`src/rtl/ifm_chunk_pingpong_ctrl.sv`:
```
// Ping-pong controller for two input-feature-map chunk banks: fills one bank
// from the upstream beat stream while the compute array reads the other.
module ifm_chunk_pingpong_ctrl #(
    parameter int unsigned MEM_SIZE         = 128,
    parameter int unsigned BUS_SIZE         = 32,
    parameter int unsigned COMPUTE_UNIT_NUM = 4,
    localparam int unsigned WR_CYC_NUM      = MEM_SIZE / BUS_SIZE,
    localparam int unsigned CNT_W           = (WR_CYC_NUM > 1) ? $clog2(WR_CYC_NUM) : 1
) (
    input  logic                        clk_i,
    input  logic                        rst_ni,
    input  logic                        flush_i,
    input  logic                        in_valid_i,
    output logic                        in_ready_o,
    output logic                        wr_valid_o,
    output logic                        wr_sel_o,
    output logic [CNT_W-1:0]            wr_count_o,
    input  logic                        chunk_req_i,
    output logic                        chunk_start_o,
    output logic                        rd_sel_o,
    input  logic [COMPUTE_UNIT_NUM-1:0] cu_done_i,
    output logic [1:0]                  bank_full_o,
    output logic                        err_o
);

    typedef enum logic [1:0] {
        BANK_EMPTY   = 2'd0,
        BANK_FILLING = 2'd1,
        BANK_FULL    = 2'd2,
        BANK_READING = 2'd3
    } bank_state_e;

    bank_state_e                 bank_q [2];
    bank_state_e                 bank_d [2];
    logic                        wr_ptr_q, wr_ptr_d;
    logic                        rd_ptr_q, rd_ptr_d;
    logic [CNT_W-1:0]            cnt_q, cnt_d;
    logic [COMPUTE_UNIT_NUM-1:0] mask_q, mask_d;
    logic                        chunk_start_q, chunk_start_d;
    logic                        rd_sel_q, rd_sel_d;
    logic                        err_q, err_d;

    logic in_ready;
    logic accept;
    logic last_beat;
    logic reading_any;
    logic grant;
    logic done_all;

    assign in_ready    = (bank_q[wr_ptr_q] == BANK_EMPTY) || (bank_q[wr_ptr_q] == BANK_FILLING);
    assign accept      = in_valid_i & in_ready;
    assign last_beat   = (cnt_q == CNT_W'(WR_CYC_NUM - 1));
    assign reading_any = (bank_q[0] == BANK_READING) || (bank_q[1] == BANK_READING);
    // Requiring no READING bank also keeps a release and a grant off the same edge.
    assign grant       = chunk_req_i && (bank_q[rd_ptr_q] == BANK_FULL) && !reading_any;
    assign done_all    = &(mask_q | cu_done_i);

    always_comb begin
        bank_d[0]     = bank_q[0];
        bank_d[1]     = bank_q[1];
        wr_ptr_d      = wr_ptr_q;
        rd_ptr_d      = rd_ptr_q;
        cnt_d         = cnt_q;
        mask_d        = mask_q;
        chunk_start_d = 1'b0;
        rd_sel_d      = rd_sel_q;
        err_d         = err_q;

        if (flush_i) begin
            bank_d[0] = BANK_EMPTY;
            bank_d[1] = BANK_EMPTY;
            wr_ptr_d  = 1'b0;
            rd_ptr_d  = 1'b0;
            cnt_d     = '0;
            mask_d    = '0;
            rd_sel_d  = 1'b0;
            err_d     = 1'b0;
        end else begin
            // Write side only ever touches bank[wr_ptr], which cannot be FULL or READING here.
            if (accept) begin
                if (last_beat) begin
                    cnt_d            = '0;
                    bank_d[wr_ptr_q] = BANK_FULL;
                    wr_ptr_d         = ~wr_ptr_q;
                end else begin
                    cnt_d            = cnt_q + CNT_W'(1);
                    bank_d[wr_ptr_q] = BANK_FILLING;
                end
            end

            if (grant) begin
                bank_d[rd_ptr_q] = BANK_READING;
                rd_sel_d         = rd_ptr_q;
                chunk_start_d    = 1'b1;
            end

            // The READING bank is always bank[rd_ptr]: rd_ptr only moves on release.
            if (reading_any) begin
                if (done_all) begin
                    bank_d[rd_ptr_q] = BANK_EMPTY;
                    mask_d           = '0;
                    rd_ptr_d         = ~rd_ptr_q;
                end else begin
                    mask_d = mask_q | cu_done_i;
                end
            end else if (|cu_done_i) begin
                err_d = 1'b1;
            end
        end
    end

    always_ff @(posedge clk_i or negedge rst_ni) begin
        if (!rst_ni) begin
            bank_q[0]     <= BANK_EMPTY;
            bank_q[1]     <= BANK_EMPTY;
            wr_ptr_q      <= 1'b0;
            rd_ptr_q      <= 1'b0;
            cnt_q         <= '0;
            mask_q        <= '0;
            chunk_start_q <= 1'b0;
            rd_sel_q      <= 1'b0;
            err_q         <= 1'b0;
        end else begin
            bank_q[0]     <= bank_d[0];
            bank_q[1]     <= bank_d[1];
            wr_ptr_q      <= wr_ptr_d;
            rd_ptr_q      <= rd_ptr_d;
            cnt_q         <= cnt_d;
            mask_q        <= mask_d;
            chunk_start_q <= chunk_start_d;
            rd_sel_q      <= rd_sel_d;
            err_q         <= err_d;
        end
    end

    generate
        for (genvar gi = 0; gi < 2; gi++) begin : g_bank_status
            assign bank_full_o[gi] = (bank_q[gi] == BANK_FULL) || (bank_q[gi] == BANK_READING);
        end
    endgenerate

    assign in_ready_o    = in_ready;
    assign wr_valid_o    = accept;
    assign wr_sel_o      = wr_ptr_q;
    assign wr_count_o    = cnt_q;
    assign chunk_start_o = chunk_start_q;
    assign rd_sel_o      = rd_sel_q;
    assign err_o         = err_q;

endmodule

```
`config.mk`:
```
export PLATFORM = sky130hd
export DESIGN_NAME = ifm_chunk_pingpong_ctrl
export DESIGN_NICKNAME = d
export VERILOG_FILES = /design/src/rtl/ifm_chunk_pingpong_ctrl.sv
export SDC_FILE = /design/constraint.sdc
export NUM_CORES = 1
export LEC_CHECK = 0
export ABC_AREA = 1
export ABC_CLOCK_PERIOD_IN_PS = 1300
export CAP_MARGIN = 30
export CORE_MARGIN = 5
export CORE_UTILIZATION = 40
export DETAILED_ROUTE_END_ITERATION = 12
export MAX_ROUTING_LAYER = met4
export PLACE_DENSITY = 0.64
export SYNTH_ARGS = -nofsm -noshare
export SYNTH_HDL_FRONTEND = slang
export SYNTH_SLANG_ARGS = --single-unit
```
`constraint.sdc`:
```
create_clock -name clk_i -period 1.3 [get_ports clk_i]
set_input_delay 0.26 -clock clk_i [delete_from_list [all_inputs] [get_ports clk_i]]
set_output_delay 0.26 -clock clk_i [all_outputs]
set_load 0.005 [all_outputs]
```
==> flow_metrics.tcl <==
set metrics [dict create \
    maxCapViolCount 0 \
    end_kind "output port" \
    crit_type "flip-flop to output port" \
    synthesis.area_um2 823 \
    hold_class "primary input to async pin" \
    dp_hpwl_mm 1.53 \
    clk_latency_ns 0.27 \
    synth-compound-area-share 0.0973 \
    ant_nets 0 \
    fin_cells 179 \
    synth_seq_area_share 0.456 \
    rsz0062_at_grt "true" \
    port_buffers 18 \
    clock_sinks 15 \
    synthDistinctLibCells 17 \
    cts_buffers 3 \
    ir_drop_v 0.000471 \
    nets 164 \
    dp.cells 170 \
    grt_start_max_net_pins 16 \
    synth-xor-area-share 0 \
    first_iter_violations 14 \
    worstPathArrival_ns 1.14 \
    synthFlopType "dfrtp_1" \
    crit_required_ns 1.04 \
    synth_adder_area_share 0.0304 \
    crit_chain "buf_6 > nand2_4 > nand3_4 > clkinv_4 > buf_6" \
    async_flop_share 1.00 \
    fillers 180 \
    ctsLongestPathBuffers 2 \
    max_stage_delay_ns 0.45 \
    antennaDiodeCount 0 \
    synth_edf_count 0 \
    syn_inst 111 \
    cts_hold_buf 0 \
    root_buffer "clkbuf_4" \
    startpoint_type "flip-flop" \
    fmax_ghz 0.713 \
    critical_path.most_common_cell "buf_6" \
    violations "negative setup slack" \
    rows 16 \
    start_util 0.420 \
    crit_fanout 4 \
    cts_tree "done" \
    area_delta_synth_final_pct 51.7 \
    period_share 1.08 \
    finalMaxSlewViolations 0 \
    core-area_mm2 0.00196 \
    worst_pin_slew_ns 0.256 \
    synth.area.top_cells "dfrtp_1, nand2_1, inv_1, nor2_1, nand3_1" \
    avgSynthCellArea_um2 7.42 \
    grt_pass1_vias 857 \
    setup-violations-final 2 \
    avgViaCountPerCell 4.68 \
    dieWidth_um 55.4 \
    setup_tns_ns -0.152 \
    fin_skew_ns 0.00304 \
    path_clk_slew_ns 0.09 \
    post-route-min-period_ns 1.40 \
    synth_most_common_cell "nand2_1" \
    cp_slowest_cell "dfrtp_2" \
    drt_pass1_iterations 4 \
    drive_gt1_frac 0.303 \
    yosys.area_share.simple 0.342 \
    gp_congestion 0.771 \
    r2r_setup_slack_ns 0.11 \
    overflow 0 \
    path_buf_inv 3 \
    fin_ws_ns -0.102 \
    routed_wl_mm 1.93 \
    critPathTopFamily "flip-flops" \
    synth_top_family_by_area "simple AND/OR/NAND/NOR gates" \
    synth_nets 122 \
    die_h_um 55.4 \
    synth.mux.area_fraction 0 \
    antenna_found_initial 0 \
    synth_top_area_frac 0.456 \
    synth_commonest_cells "nand2_1, dfrtp_1, inv_1, nor2_1, nand3_1" \
    p_leak_nw 0.652 \
    htree_levels 1 \
    die-area_mm2 0.00307 \
    p_per_area_mw_per_mm2 733 \
    hold_viol 0 \
    status "finished, violations left" \
    slew_headroom 0.828 \
    yosys.area.top_type "dfrtp_1" \
    io_pins 19 \
    grt_util_all_layers 0.149 \
    drc_errors 0 \
    grt_pass1_wl_mm 3.59 \
    yosysWarnings 0 \
    wl_per_cell_um 10.8 \
    ys_ff_latch 15 \
    vias 837 \
    finalPower_mw 0.915 \
]
## through the flow
step | hold slack, ns | utilization | area, um^2 | setup WS [ns]
final | 0.284 | 0.636 | 1250 | -0.102
after global routing | 0.276 | 0.636 | 1250 | -0.172
after CTS | 0.283 | 0.625 | 1230 | -0.208
after detailed placement | 0.479 | 0.586 | 1150 | -0.409
after global placement | 0.472 | 0.586 | 1150 | -0.384
after floorplan | -0.0356 | - | 823 | 0.244
## path summary, 6_finish.rpt
| path | start | to | depth (start not counted) |
|---|---|---|---|
| worst max register to register | bank_q[1] | bank_q[0] | 7 |
| min in group clk_i | err_o | err_o | 2 |
| worst min register to register | err_o | err_o | 2 |
| worst min-delay path | rst_ni | err_o | 2 |
| max in group asynchronous | rst_ni | bank_q[1] | 2 |
| worst max-delay path | wr_sel_o | wr_valid_o | 5 |
## what timing repair did
item | in CTS | in global routing
pin swaps | 1 | 5
setup buffers | 6 | 0
resized for setup | 19 | 15
hold endpoints to repair | 0 | 0
setup endpoints to repair | 10 | 14
## placed cells by master (no fill, tap or decap)
cell type and count:
buf_6 4, a21oi_2 1, ha_1 1, nand2_1 28, clkbuf_4 3, nand2_2 5
inv_2 1, nor2_4 2, nand2_4 1, o21ai_0 5, dlygate4sd2_1 7, ha_2 1
nand3_4 1, dfrtp_2 2, nand4_1 3, buf_4 18, clkinv_2 1, nor2_1 10
inv_1 12, a21oi_1 5, clkbuf_2 2, clkdlybuf4s50_1 8, nor2_2 3, dfrtp_1 13
o21ai_1 5, clkinv_4 1, nand3_1 8, nor4_1 1
## metal layers
layer,GRT usage,share of wire,vias to the layer above
li1,-,-,439
met1,0.167,0.43,384
met2,0.252,0.53,12
met3,0.0373,0.029,2
met4,0.0625,0.0093,0
met5,-,0,-
## cells by family after synthesis
group                      Yosys count
and+or+nand+nor                     62
AOI/OAI and AO/OA                   16
buffers and inverters               16
DFF                                 15
adders and majority gates            2
## state kept, by name, summed over array words and instances, names as in the netlist
signal / cells
rd_sel_o: 1
wr_sel_o: 1
err_o: 1
rd_ptr_q: 1
chunk_start_o: 1
wr_count_o: 2
mask_q: 4
bank_q: 4
## power breakdown
| group | internal, mW | switching, mW | leakage (nW) |
|---|---|---|---|
| clock | 0.114 | 0.144 | 0.0177 |
| combinational | 0.0893 | 0.0831 | 0.434 |
| sequential | 0.478 | 0.00656 | 0.200 |
| total | 0.681 | 0.234 | 0.652 |
## area by class of cell
| cell class | instances | area (um^2) | area share |
|---|---|---|---|
| Sequential cell | 15 | 378 | 0.303 |
| Tap cell | 27 | 33.8 | 0.0271 |
| Multi-Input combinational cell | 80 | 420 | 0.337 |
| Clock inverter | 1 | 5.00 | 0.00401 |
| Clock buffer | 3 | 22.5 | 0.0180 |
| Inverter | 14 | 57.6 | 0.0461 |
| Timing Repair Buffer | 39 | 332 | 0.266 |
(Power assumes the default switching activity.)
